File: src/rtl/fir_pkg.sv
// Shared definitions for the ROM-fed FIR datapath: sequencer states and the
// default geometry constants used by the sequencer and the FIR top level.
package fir_pkg;

   localparam int FIR_DEF_ADDR_W    = 9;
   localparam int FIR_DEF_ROM_LAT   = 1;
   localparam int FIR_DEF_FIR_LAT   = 2;
   localparam int FIR_DEF_FLUSH_CYC = 16;

   typedef enum logic [1:0] {
      ST_IDLE  = 2'd0,
      ST_FLUSH = 2'd1,
      ST_RUN   = 2'd2,
      ST_DRAIN = 2'd3
   } fir_state_e;

endpackage

File: src/rtl/fir_seq_ctrl_if.sv
// Host/datapath bundle of the FIR sequencer: run request side (master drives)
// and ROM address / FIR control / status side (slave drives).
interface fir_seq_ctrl_if
   import fir_pkg::*;
#(
   parameter int ADDR_W = FIR_DEF_ADDR_W
);
   logic              start;
   logic              abort;
   logic              loop;
   logic [ADDR_W-1:0] base_addr;
   logic [ADDR_W:0]   len;
   logic [ADDR_W-1:0] address;
   logic              fir_clr_n;
   logic              sample_valid;
   logic [ADDR_W-1:0] sample_idx;
   logic              busy;
   logic              done;

   modport master (
      output start, abort, loop, base_addr, len,
      input  address, fir_clr_n, sample_valid, sample_idx, busy, done
   );

   modport slave (
      input  start, abort, loop, base_addr, len,
      output address, fir_clr_n, sample_valid, sample_idx, busy, done
   );
endinterface

File: src/rtl/fir_valid_pipe.sv
// Valid-bit delay line matching the ROM+FIR latency, with synchronous clear.
// pending flags any valid still travelling ahead of the output stage.
module fir_valid_pipe #(
   parameter int DEPTH = 3
) (
   input  logic clk,
   input  logic rest,
   input  logic clr,
   input  logic din,
   output logic dout,
   output logic dout_nxt,
   output logic pending
);
   logic [DEPTH-1:0] stage_q;
   logic [DEPTH-1:0] stage_d;

   always_comb begin
      stage_d    = '0;
      stage_d[0] = din;
      for (int i = 1; i < DEPTH; i++) begin
         stage_d[i] = stage_q[i-1];
      end
      if (clr) begin
         stage_d = '0;
      end
   end

   always_comb begin
      pending = 1'b0;
      for (int i = 0; i < DEPTH - 1; i++) begin
         pending = pending | stage_q[i];
      end
   end

   always_ff @(posedge clk or negedge rest) begin
      if (!rest) begin
         stage_q <= '0;
      end else begin
         stage_q <= stage_d;
      end
   end

   assign dout     = stage_q[DEPTH-1];
   assign dout_nxt = stage_d[DEPTH-1];
endmodule

File: src/rtl/fir_seq_ctrl.sv
// FIR window sequencer: flushes the FIR, streams ROM addresses for one window
// and flags aligned FIR results. Window looping is built with FIR_SEQ_LOOP_EN.
//
// state    | meaning
// ---------+----------------------------------------------------------
// ST_IDLE  | waiting for start; address parked at latched base
// ST_FLUSH | FIR delay line held in clear for FLUSH_CYC cycles
// ST_RUN   | one ROM address per cycle, len addresses per window
// ST_DRAIN | address held until the last valid leaves the pipeline
module fir_seq_ctrl
   import fir_pkg::*;
#(
   parameter int ADDR_W    = FIR_DEF_ADDR_W,
   parameter int ROM_LAT   = FIR_DEF_ROM_LAT,
   parameter int FIR_LAT   = FIR_DEF_FIR_LAT,
   parameter int FLUSH_CYC = FIR_DEF_FLUSH_CYC
) (
   input  logic           clk,
   input  logic           rest,
   fir_seq_ctrl_if.slave  bus
);
   localparam int PIPE_D = ROM_LAT + FIR_LAT;
   localparam int LEN_W  = ADDR_W + 1;
   localparam int CNT_W  = (LEN_W > $clog2(FLUSH_CYC)) ? LEN_W : $clog2(FLUSH_CYC);

   fir_state_e        state_q, state_d;
   logic [ADDR_W-1:0] base_q, base_d;
   logic [LEN_W-1:0]  len_q, len_d;
   logic [CNT_W-1:0]  cnt_q, cnt_d;
   logic [ADDR_W-1:0] address_q, address_d;
   logic [ADDR_W-1:0] idx_q, idx_d;
   logic              fir_clr_n_q, fir_clr_n_d;
   logic              busy_q, busy_d;
   logic              done_q, done_d;
   logic [CNT_W-1:0]  win_top;
   logic              abort_hit;
   logic              loop_again;
   logic              vld_out, vld_nxt, vld_pending;

`ifdef FIR_SEQ_LOOP_EN
   assign loop_again = bus.loop;
`else
   assign loop_again = 1'b0;
`endif

   // len of zero encodes a full 2^ADDR_W window
   assign win_top   = (len_q == '0) ? CNT_W'((1 << ADDR_W) - 1) : CNT_W'(len_q - 1'b1);
   assign abort_hit = bus.abort && (state_q != ST_IDLE);

   always_comb begin
      state_d   = state_q;
      base_d    = base_q;
      len_d     = len_q;
      cnt_d     = cnt_q;
      address_d = address_q;

      case (state_q)
         ST_IDLE: begin
            address_d = base_q;
            if (bus.start && !bus.abort) begin
               state_d   = ST_FLUSH;
               base_d    = bus.base_addr;
               len_d     = bus.len;
               cnt_d     = CNT_W'(FLUSH_CYC - 1);
               address_d = bus.base_addr;
            end
         end
         ST_FLUSH: begin
            if (cnt_q == '0) begin
               state_d = ST_RUN;
               cnt_d   = win_top;
            end else begin
               cnt_d = cnt_q - 1'b1;
            end
         end
         ST_RUN: begin
            if (cnt_q == '0) begin
               if (loop_again) begin
                  cnt_d     = win_top;
                  address_d = base_q;
               end else begin
                  state_d = ST_DRAIN;
               end
            end else begin
               cnt_d     = cnt_q - 1'b1;
               address_d = address_q + 1'b1;
            end
         end
         ST_DRAIN: begin
            if (!vld_pending) begin
               state_d   = ST_IDLE;
               address_d = base_q;
            end
         end
         default: begin
            state_d = ST_IDLE;
         end
      endcase

      if (abort_hit) begin
         state_d   = ST_IDLE;
         cnt_d     = '0;
         address_d = base_q;
      end
   end

   always_comb begin
      busy_d      = (state_d != ST_IDLE);
      done_d      = (state_q == ST_DRAIN) && (state_d == ST_IDLE) && !abort_hit;
      fir_clr_n_d = !((state_d == ST_FLUSH) || abort_hit);
      idx_d       = idx_q;
      if (abort_hit) begin
         idx_d = '0;
      end else if (vld_nxt) begin
         // restart at each window seam so looped windows index from 0 again
         idx_d = (vld_out && (idx_q != win_top[ADDR_W-1:0])) ? idx_q + 1'b1 : '0;
      end
   end

   fir_valid_pipe #(
      .DEPTH (PIPE_D)
   ) u_valid_pipe (
      .clk      (clk),
      .rest     (rest),
      .clr      (abort_hit),
      .din      (state_q == ST_RUN),
      .dout     (vld_out),
      .dout_nxt (vld_nxt),
      .pending  (vld_pending)
   );

   always_ff @(posedge clk or negedge rest) begin
      if (!rest) begin
         state_q     <= ST_IDLE;
         base_q      <= '0;
         len_q       <= '0;
         cnt_q       <= '0;
         address_q   <= '0;
         idx_q       <= '0;
         fir_clr_n_q <= 1'b0;
         busy_q      <= 1'b0;
         done_q      <= 1'b0;
      end else begin
         state_q     <= state_d;
         base_q      <= base_d;
         len_q       <= len_d;
         cnt_q       <= cnt_d;
         address_q   <= address_d;
         idx_q       <= idx_d;
         fir_clr_n_q <= fir_clr_n_d;
         busy_q      <= busy_d;
         done_q      <= done_d;
      end
   end

   assign bus.address      = address_q;
   assign bus.fir_clr_n    = fir_clr_n_q;
   assign bus.sample_valid = vld_out;
   assign bus.sample_idx   = idx_q;
   assign bus.busy         = busy_q;
   assign bus.done         = done_q;
endmodule
File: src/flat_wrapper.sv
// flat-port wrapper written by rule: the top's interface ports become plain ports
module fir_seq_ctrl_flat import fir_pkg::*;
#(
   parameter int ADDR_W    = FIR_DEF_ADDR_W,
   parameter int ROM_LAT   = FIR_DEF_ROM_LAT,
   parameter int FIR_LAT   = FIR_DEF_FIR_LAT,
   parameter int FLUSH_CYC = FIR_DEF_FLUSH_CYC
)
  (clk, rest, bus_start, bus_abort, bus_loop, bus_base_addr, bus_len, bus_address, bus_fir_clr_n, bus_sample_valid, bus_sample_idx, bus_busy, bus_done);
  fir_seq_ctrl_if #(.ADDR_W(ADDR_W)) bus_i ();
  input  logic clk;
  input  logic rest;
  input wire logic [$bits(bus_i.start)-1:0] bus_start;
  input wire logic [$bits(bus_i.abort)-1:0] bus_abort;
  input wire logic [$bits(bus_i.loop)-1:0] bus_loop;
  input wire logic [$bits(bus_i.base_addr)-1:0] bus_base_addr;
  input wire logic [$bits(bus_i.len)-1:0] bus_len;
  output wire logic [$bits(bus_i.address)-1:0] bus_address;
  output wire logic [$bits(bus_i.fir_clr_n)-1:0] bus_fir_clr_n;
  output wire logic [$bits(bus_i.sample_valid)-1:0] bus_sample_valid;
  output wire logic [$bits(bus_i.sample_idx)-1:0] bus_sample_idx;
  output wire logic [$bits(bus_i.busy)-1:0] bus_busy;
  output wire logic [$bits(bus_i.done)-1:0] bus_done;
  assign bus_i.start = bus_start;
  assign bus_i.abort = bus_abort;
  assign bus_i.loop = bus_loop;
  assign bus_i.base_addr = bus_base_addr;
  assign bus_i.len = bus_len;
  assign bus_address = bus_i.address;
  assign bus_fir_clr_n = bus_i.fir_clr_n;
  assign bus_sample_valid = bus_i.sample_valid;
  assign bus_sample_idx = bus_i.sample_idx;
  assign bus_busy = bus_i.busy;
  assign bus_done = bus_i.done;
  fir_seq_ctrl #(.ADDR_W(ADDR_W), .ROM_LAT(ROM_LAT), .FIR_LAT(FIR_LAT), .FLUSH_CYC(FLUSH_CYC)) u_core (.clk(clk), .rest(rest), .bus(bus_i));
endmodule
File: config.mk
export PLATFORM = sky130hd
export DESIGN_NAME = fir_seq_ctrl_flat
export DESIGN_NICKNAME = d
export VERILOG_FILES = /design/src/rtl/fir_pkg.sv /design/src/rtl/fir_seq_ctrl_if.sv /design/src/rtl/fir_valid_pipe.sv /design/src/rtl/fir_seq_ctrl.sv /design/src/flat_wrapper.sv
export SDC_FILE = /design/constraint.sdc
export NUM_CORES = 1
export LEC_CHECK = 0
export BUFFER_PORTS_ARGS = -buffer_cell sky130_fd_sc_hd__buf_2
export CAP_MARGIN = 30
export CORE_ASPECT_RATIO = 1.1
export CORE_MARGIN = 5
export CORE_UTILIZATION = 35
export CTS_BUF_LIST = sky130_fd_sc_hd__clkbuf_8 sky130_fd_sc_hd__clkbuf_16
export DETAILED_ROUTE_END_ITERATION = 6
export HOLD_SLACK_MARGIN = 0.03
export PLACE_DENSITY_LB_ADDON = 0.3
export SYNTH_ARGS = -nofsm -noshare
export SYNTH_HDL_FRONTEND = slang
export SYNTH_SLANG_ARGS = --single-unit
File: constraint.sdc
create_clock -name clk -period 2.4 [get_ports clk]
set_input_delay 0.24 -clock clk [delete_from_list [all_inputs] [get_ports clk]]
set_output_delay 0.24 -clock clk [all_outputs]
set_load 0.05 [all_outputs]
### Word-level counts from Yosys, hierarchy flattened

Index checks and enable logic that the tools add are counted.

* add/sub/neg operators: 4
* eq/ne operators: 8
* muxes and demuxes: 21
* bitwise operators: 1
* reduce and logical (&&, ||, !) cells: 21

Operators with widths (number)
* $mux W9: 7
* $mux W10: 5
* $pmux W10 S3: 1
* $pmux W9 S3: 1
* $logic_not A10 Y1: 2
* $sub A10 B1 Y10 const B: 2
* $add A9 B1 Y9 const B: 2
* $mux W2: 5
* $ne A9 B9 Y1: 1
* $pmux W2 S4: 1
* $reduce_bool A4 Y1: 2
* $ne A3 B2 Y1 const B: 2
* $reduce_and A3 Y1: 2
* $reduce_bool A2 Y1: 3
* $logic_and A1 B1 Y1: 5
* $eq A2 B1 Y1 const B: 2
* $eq A2 B2 Y1 const B: 2
* $logic_not A2 Y1: 2
* $logic_not A1 Y1: 3
* $mux W3: 1
* $ne A3 B1 Y1 const B: 1
* $reduce_and A2 Y1: 1
* $logic_or A1 B1 Y1: 1
* $or A1 B1 Y1: 1

* register bits after elaboration: 55
* input bits: 24
* output and inout port bits: 22
* logic and storage cells: 65

### Logic depth before layout (Yosys ltp)

* depth in word-level cells: 8
* gate-level depth with buffers: 11
* depth with buffers taken out: 8

### Modules after synthesis

Synthesis repeated with hierarchy kept, for this count alone.

* cells, all modules: 356
* area total of the unflattened synthesis: 3393.3 um^2

By module, submodules not included
* fir_seq_ctrl: times used 1, cells each 349, area each 3293.2 um^2
* fir_valid_pipe: times used 1, cells each 7, area each 100.1 um^2

### Worst setup path before layout

No wires, ideal clock.

* path kind: reg-to-reg
* start point: register u_core.len_q[0]
* end point: register u_core.idx_q[0], in the netlist u_core.bus.sample_idx[0]
* arrival: 2.309 ns
* required time: 2.275 ns
* path slack: -0.033 ns
* stages on the path, launching flop included: 10
* buffers on the path: 1
* cells stage by stage: dfrtp_1 > buf_6 > inv_1 > ha_1 > nor3b_2 > and3_4 > o211ai_1 > a2111oi_2 > a31oi_1 > mux2_2

* longest elaborated chain between the ends: 7
* elaborated cells between the ends (all ways): 8
* those cells by class: 1 x add/sub; 1 x eq/ne; 4 x mux; 2 x reduce/logical

Ends and longest elaborated chain
* start, declared: RTL line fir_seq_ctrl.sv:28 `logic [LEN_W-1:0] len_q, len_d;`
* start signal, assigned: RTL line fir_seq_ctrl.sv:146 `len_q <= len_d;`
* $sub A10 B1 Y10 or $logic_not A10 Y1 (tied branches): RTL line fir_seq_ctrl.sv:47 `assign win_top = (len_q == '0) ? CNT_W'((1 << ADDR_W) - 1) : CNT_W'(len_q - 1'b1);`
* $mux W10 *: RTL line fir_seq_ctrl.sv:47
* $ne A9 B9 Y1 *: RTL line fir_seq_ctrl.sv:116 `idx_d = (vld_out && (idx_q != win_top[ADDR_W-1:0])) ? idx_q + 1'b1 : '0;`
* $logic_and A1 B1 Y1 *: RTL line fir_seq_ctrl.sv:116
* $mux W9 *: RTL line fir_seq_ctrl.sv:116
* $mux W9 *: RTL line fir_seq_ctrl.sv:114 `end else if (vld_nxt) begin`
* $mux W9 *: RTL line fir_seq_ctrl.sv:112 `if (abort_hit) begin`
* end signal, assigned: RTL line fir_seq_ctrl.sv:149 `idx_q <= idx_d;`
* end, declared: RTL line fir_seq_ctrl.sv:31 `logic [ADDR_W-1:0] idx_q, idx_d;`

Every way passes the cells marked *; elsewhere a longest branch is shown, timed or not. The select of a mux whose other input is x is not followed.
A chain may end at the register's enable or synchronous reset.

### Worst setup path in the final report

* start point: register u_core.len_q[3]
* end point: register u_core.idx_q[0], in the netlist u_core.bus.sample_idx[0]

The elaborated chain is that of the path after synthesis.

==> flow_summary.html <==
<table>
<tr><th>Metric</th><th>Value</th></tr>
<tr><th colspan="2">Detailed routing</th></tr>
<tr><td>Initial drt markers</td><td>172</td></tr>
<tr><td>Routed wire length per instance</td><td>16.3 µm</td></tr>
<tr><td>Vias</td><td>3136</td></tr>
<tr><td>Final wirelength</td><td>9170 µm</td></tr>
<tr><td>DRC violation count after routing</td><td>0</td></tr>
<tr><td>DR pass1 iterations</td><td>4</td></tr>
<tr><td>Count of nets left with antenna violations after detail routing</td><td>0</td></tr>
<tr><td>Post-DR vias/cell</td><td>5.56</td></tr>
<tr><th colspan="2">Synth</th></tr>
<tr><td>Proportion of register bits with asynchronous set or reset after synthesis</td><td>1.00</td></tr>
<tr><td>Number of storage elements in the synthesis netlist</td><td>55</td></tr>
<tr><td>Cell area after synthesis</td><td>3560 µm²</td></tr>
<tr><td>Synth cell types</td><td>60</td></tr>
<tr><td>Post-Synthesis Cells</td><td>380</td></tr>
<tr><td>EDFF count, synth</td><td>0</td></tr>
<tr><td>Avg Synthesized Cell Area</td><td>9.37 µm²</td></tr>
<tr><td>Synth Warn #</td><td>0</td></tr>
<tr><td>Total nets after synthesis</td><td>412</td></tr>
<tr><td>Register area share after synthesis</td><td>0.387</td></tr>
<tr><td>Main synth FF type</td><td>sky130_fd_sc_hd__dfrtp_1</td></tr>
<tr><th colspan="2">Cells and area</th></tr>
<tr><td>Layout Nets</td><td>475</td></tr>
<tr><td>Area added between synthesis and finish</td><td>19.3%</td></tr>
<tr><td>Post-layout utilization of the core</td><td>0.429</td></tr>
<tr><td>Count of inserted antenna diode cells</td><td>0</td></tr>
<tr><td>Fill count</td><td>965</td></tr>
<tr><td>Fraction of layout instances using a drive strength above 1</td><td>0.291</td></tr>
<tr><th colspan="2">STA</th></tr>
<tr><td>Max-slew headroom at the worst pin</td><td>0.532</td></tr>
<tr><td>Hold Vio Cnt, Final</td><td>0</td></tr>
<tr><td>Hold slack</td><td>0.0370 ns</td></tr>
<tr><td>Shortest period the worst path allows</td><td>2.32 ns</td></tr>
<tr><td>Transition time of the tightest slew-check pin</td><td>0.702 ns</td></tr>
<tr><td>Final-report max-slew violation count</td><td>0</td></tr>
<tr><td>Setup repair after global routing missed its margin</td><td>no</td></tr>
<tr><td>Period Utilization, post-route</td><td>0.966</td></tr>
<tr><td>Setup-violating endpoint count in the final report</td><td>0</td></tr>
<tr><td>Top achievable clock speed</td><td>0.431 GHz</td></tr>
<tr><td>Maximum clock skew at final layout</td><td>0.00812 ns</td></tr>
<tr><th colspan="2">Floorplanning</th></tr>
<tr><td>Placeable core region</td><td>9890 µm²</td></tr>
<tr><td>Die Width</td><td>106 µm</td></tr>
<tr><td>Initial Utilization</td><td>0.360</td></tr>
<tr><td>Std cell rows</td><td>38</td></tr>
<tr><td>Number of top-level pins</td><td>46</td></tr>
<tr><td>Chip height</td><td>116 µm</td></tr>
<tr><td>Die area</td><td>12300 µm²</td></tr>
<tr><th colspan="2">Pwr</th></tr>
<tr><td>Combinational Power Share</td><td>0.578</td></tr>
<tr><td>Switching Power</td><td>2.45 mW</td></tr>
<tr><td>Power Internal</td><td>2.82 mW</td></tr>
<tr><td>Power share of the clock group</td><td>0.107</td></tr>
<tr><td>Fraction of power spent switching nets</td><td>0.465</td></tr>
<tr><td>Power after layout</td><td>5.27 mW</td></tr>
<tr><td>Standby leakage power</td><td>1.87 nW</td></tr>
<tr><td>Part of the power in registers</td><td>0.316</td></tr>
<tr><td>Peak supply drop</td><td>767 µV</td></tr>
<tr><td>PwrDens</td><td>1240 nW/µm²</td></tr>
<tr><th colspan="2">Worst hold path</th></tr>
<tr><td>Hold WC Path Type</td><td>input pin to async pin</td></tr>
<tr><th colspan="2">Placed design</th></tr>
<tr><td>Weighted congestion reported at the end of routability-driven placement</td><td>0.829</td></tr>
<tr><td>Count of port buffers added during placement</td><td>44</td></tr>
<tr><td>Half-perimeter wire length after placement</td><td>6800 µm</td></tr>
<tr><th colspan="2">CTS</th></tr>
<tr><td># hold bufs at CTS</td><td>0</td></tr>
<tr><td>Clock-pin slew on the worst setup and hold paths</td><td>0.11 ns</td></tr>
<tr><td>Latest clock arrival within the worst-skew pair</td><td>0.33 ns</td></tr>
<tr><td>Clk sinks</td><td>55</td></tr>
<tr><td>Clock Root Buffer</td><td>sky130_fd_sc_hd__clkbuf_8</td></tr>
<tr><td>Post-CTS setup buffer count</td><td>0</td></tr>
<tr><td>Bufs on Longest Clock Path</td><td>2</td></tr>
<tr><td>CTS tree</td><td>done</td></tr>
<tr><td>Number of clock buffers inserted by TritonCTS</td><td>5</td></tr>
<tr><td>Max H-tree Level</td><td>2</td></tr>
<tr><th colspan="2">Global routing</th></tr>
<tr><td>Number of antenna violations at the first check in global routing</td><td>0</td></tr>
<tr><td>Met3 Usage GRT</td><td>0.0284</td></tr>
<tr><td>First-pass GRT wire length</td><td>15200 µm</td></tr>
<tr><td>Met2 track utilization from global routing</td><td>0.259</td></tr>
<tr><td>Overall track demand over capacity in global routing</td><td>0.153</td></tr>
<tr><td>Total grt overflow</td><td>0</td></tr>
<tr><td>Largest net degree at the start of global routing</td><td>56</td></tr>
<tr><td>Number of global-route vias before repair</td><td>3118</td></tr>
<tr><td>Busiest layer in global routing</td><td>met2</td></tr>
<tr><td>Met1 Use GR</td><td>0.200</td></tr>
<tr><th colspan="2">Critical path</th></tr>
<tr><td>Data required time of the critical path</td><td>2.62 ns</td></tr>
<tr><td>Worst-path maximum fanout</td><td>8</td></tr>
<tr><td>Start-to-end type of the worst setup path</td><td>register to register</td></tr>
<tr><td>Crit path arrival time</td><td>2.54 ns</td></tr>
<tr><td>Endpoint type of the worst setup path</td><td>register</td></tr>
<tr><td>Minimum setup slack among reg-to-reg paths</td><td>0.08 ns</td></tr>
<tr><td>Startpoint Class</td><td>register</td></tr>
<tr><th colspan="2">Run status</th></tr>
<tr><td>Result of the run</td><td>finished clean</td></tr>
<tr><th colspan="2">Job</th></tr>
<tr><td>Reported max-cap violation count</td><td>0</td></tr>
</table>
[power by group through the flow]
stage	clock network [mW]	registers (mW)	logic, mW
final	0.563	1.66	3.04
after global placement	0	1.65	2.93
after CTS	0.587	1.65	2.98
after floorplan	0	1.92	1.81
after detailed placement	0	1.66	2.97
after global routing	0.619	1.72	3.33
[routing by layer]
layer / vias up / wire length [µm] / share of wire
met2: 64 / 4470 / 0.49
met5: - / 0 / 0
met1: 1524 / 4200 / 0.46
met4: 0 / 119 / 0.013
met3: 11 / 380 / 0.041
li1: 1537 / - / -
[final timing paths]
path | endpoint | from | depth (start not counted)
hold / removal | u_core.bus.sample_idx[6] | rest | 2
setup / recovery | u_core.bus.sample_idx[0] | u_core.len_q[3] | 6
setup reg to reg | u_core.bus.sample_idx[0] | u_core.len_q[3] | 6
min in group clk | u_core.len_q[4] | bus_len[4] | 2
hold reg to reg | u_core.u_valid_pipe.stage_q[1] | u_core.u_valid_pipe.stage_q[0] | 1
max in group asynchronous | u_core.len_q[2] | rest | 2
[critical path, stage by stage (launching register included)]
cell                        delay [ns]
sky130_fd_sc_hd__dfrtp_2          0.47
sky130_fd_sc_hd__buf_4            0.17
sky130_fd_sc_hd__or4_1            0.46
sky130_fd_sc_hd__a31o_1           0.26
sky130_fd_sc_hd__a2111oi_4        0.40
sky130_fd_sc_hd__a31oi_2          0.17
sky130_fd_sc_hd__mux2_2           0.28
[kinds of logic (layout without fill, tap and decap cells)]
logic type	Yosys count	after routing	share of synthesized area
AO/OA/AOI/OAI	117	117	0.225
multiplexers	23	23	0.0717
flip-flops	55	55	0.387
adder cells (fa/ha/maj)	8	8	0.0281
buffers and inverters	34	98	0.0411
AND/OR/NAND/NOR	122	122	0.191
XOR/XNOR	21	21	0.0559
[cell type report]
| cell class | instances | area [µm²] | share of cell area |
|---|---|---|---|
| clock buffer | 5 | 68.8 | 0.0162 |
| clock inverter | 3 | 22.5 | 0.00530 |
| inverter | 10 | 37.5 | 0.00884 |
| multi-input combinational | 291 | 2100 | 0.494 |
| sequential | 55 | 1380 | 0.325 |
| tap | 120 | 150 | 0.0354 |
| timing repair buffer | 80 | 490 | 0.115 |
[cells in the mapped netlist, types with 8 or more instances]
cell type | number | share of area
sky130_fd_sc_hd__dfrtp_1 | 55 | 0.39
sky130_fd_sc_hd__o21ai_0 | 28 | 0.039
sky130_fd_sc_hd__nor2_1 | 26 | 0.027
sky130_fd_sc_hd__nand2_1 | 23 | 0.024
sky130_fd_sc_hd__mux2_2 | 20 | 0.063
sky130_fd_sc_hd__a21oi_1 | 19 | 0.027
sky130_fd_sc_hd__clkbuf_1 | 16 | 0.017
sky130_fd_sc_hd__a22o_1 | 14 | 0.034
sky130_fd_sc_hd__xnor2_1 | 13 | 0.032
sky130_fd_sc_hd__inv_1 | 10 | 0.011
sky130_fd_sc_hd__nand3_1 | 10 | 0.014
sky130_fd_sc_hd__ha_1 | 8 | 0.028
sky130_fd_sc_hd__nor3_1 | 8 | 0.011
sky130_fd_sc_hd__o211ai_1 | 8 | 0.017
sky130_fd_sc_hd__o31ai_1 | 8 | 0.017
[layout by cell type (no fill, tap or decap), types with 3 or more instances in the layout]
cell,instances
sky130_fd_sc_hd__and3_1,5
sky130_fd_sc_hd__clkbuf_8,5
sky130_fd_sc_hd__a211oi_1,4
sky130_fd_sc_hd__mux2i_1,3
sky130_fd_sc_hd__xnor2_1,13
sky130_fd_sc_hd__nand2_1,23
sky130_fd_sc_hd__a31oi_1,4
sky130_fd_sc_hd__nand3_1,10
sky130_fd_sc_hd__a22oi_1,4
sky130_fd_sc_hd__a22o_1,14
sky130_fd_sc_hd__mux2_2,20
sky130_fd_sc_hd__or3_1,3
sky130_fd_sc_hd__or4_1,4
sky130_fd_sc_hd__o22ai_1,5
sky130_fd_sc_hd__and2_1,7
sky130_fd_sc_hd__nor2b_1,4
sky130_fd_sc_hd__nor3b_1,7
sky130_fd_sc_hd__dfrtp_1,52
sky130_fd_sc_hd__nand2b_1,7
sky130_fd_sc_hd__a21oi_1,19
sky130_fd_sc_hd__nor2_1,26
sky130_fd_sc_hd__o21ai_0,28
sky130_fd_sc_hd__inv_1,9
sky130_fd_sc_hd__o221ai_1,3
sky130_fd_sc_hd__o211ai_1,8
sky130_fd_sc_hd__dfrtp_2,3
sky130_fd_sc_hd__nor3_1,8
sky130_fd_sc_hd__o31ai_1,7
sky130_fd_sc_hd__buf_2,44
sky130_fd_sc_hd__xor2_1,7
sky130_fd_sc_hd__ha_1,7
sky130_fd_sc_hd__nor4_1,4
sky130_fd_sc_hd__buf_4,36
[through the flow]
step / setup slack [ns] / instance area [µm²] / setup TNS (ns) / cells
2_1_floorplan: 0.00488 / 3570 / 0 / 380
3_3_place_gp: 0.0289 / 4100 / 0 / 556
4_1_cts: 0.0117 / 4190 / 0 / 564
6_report: 0.0824 / 4250 / 0 / 564
5_1_grt: 0.00533 / 4250 / 0 / 564
3_5_place_dp: -0.0272 / 4100 / -0.0272 / 556
[flip-flops by register name (all words and copies together), names as in the netlist]
| signal | flops |
|---|---|
| u_core.bus.address | 9 |
| u_core.u_valid_pipe.stage_q | 3 |
| u_core.state_q | 2 |
| u_core.bus.fir_clr_n | 1 |
| u_core.bus.done | 1 |
| u_core.cnt_q | 10 |
| u_core.bus.sample_idx | 9 |
| u_core.base_q | 9 |
| u_core.bus.busy | 1 |
| u_core.len_q | 10 |
[repair_timing]
action,4_1_cts,5_1_grt
gates resized for setup,1,10
endpoints found under the setup margin,1,8
pin swaps,0,2
endpoints found under the hold margin,0,0
Power figures use the tool's default switching activity.
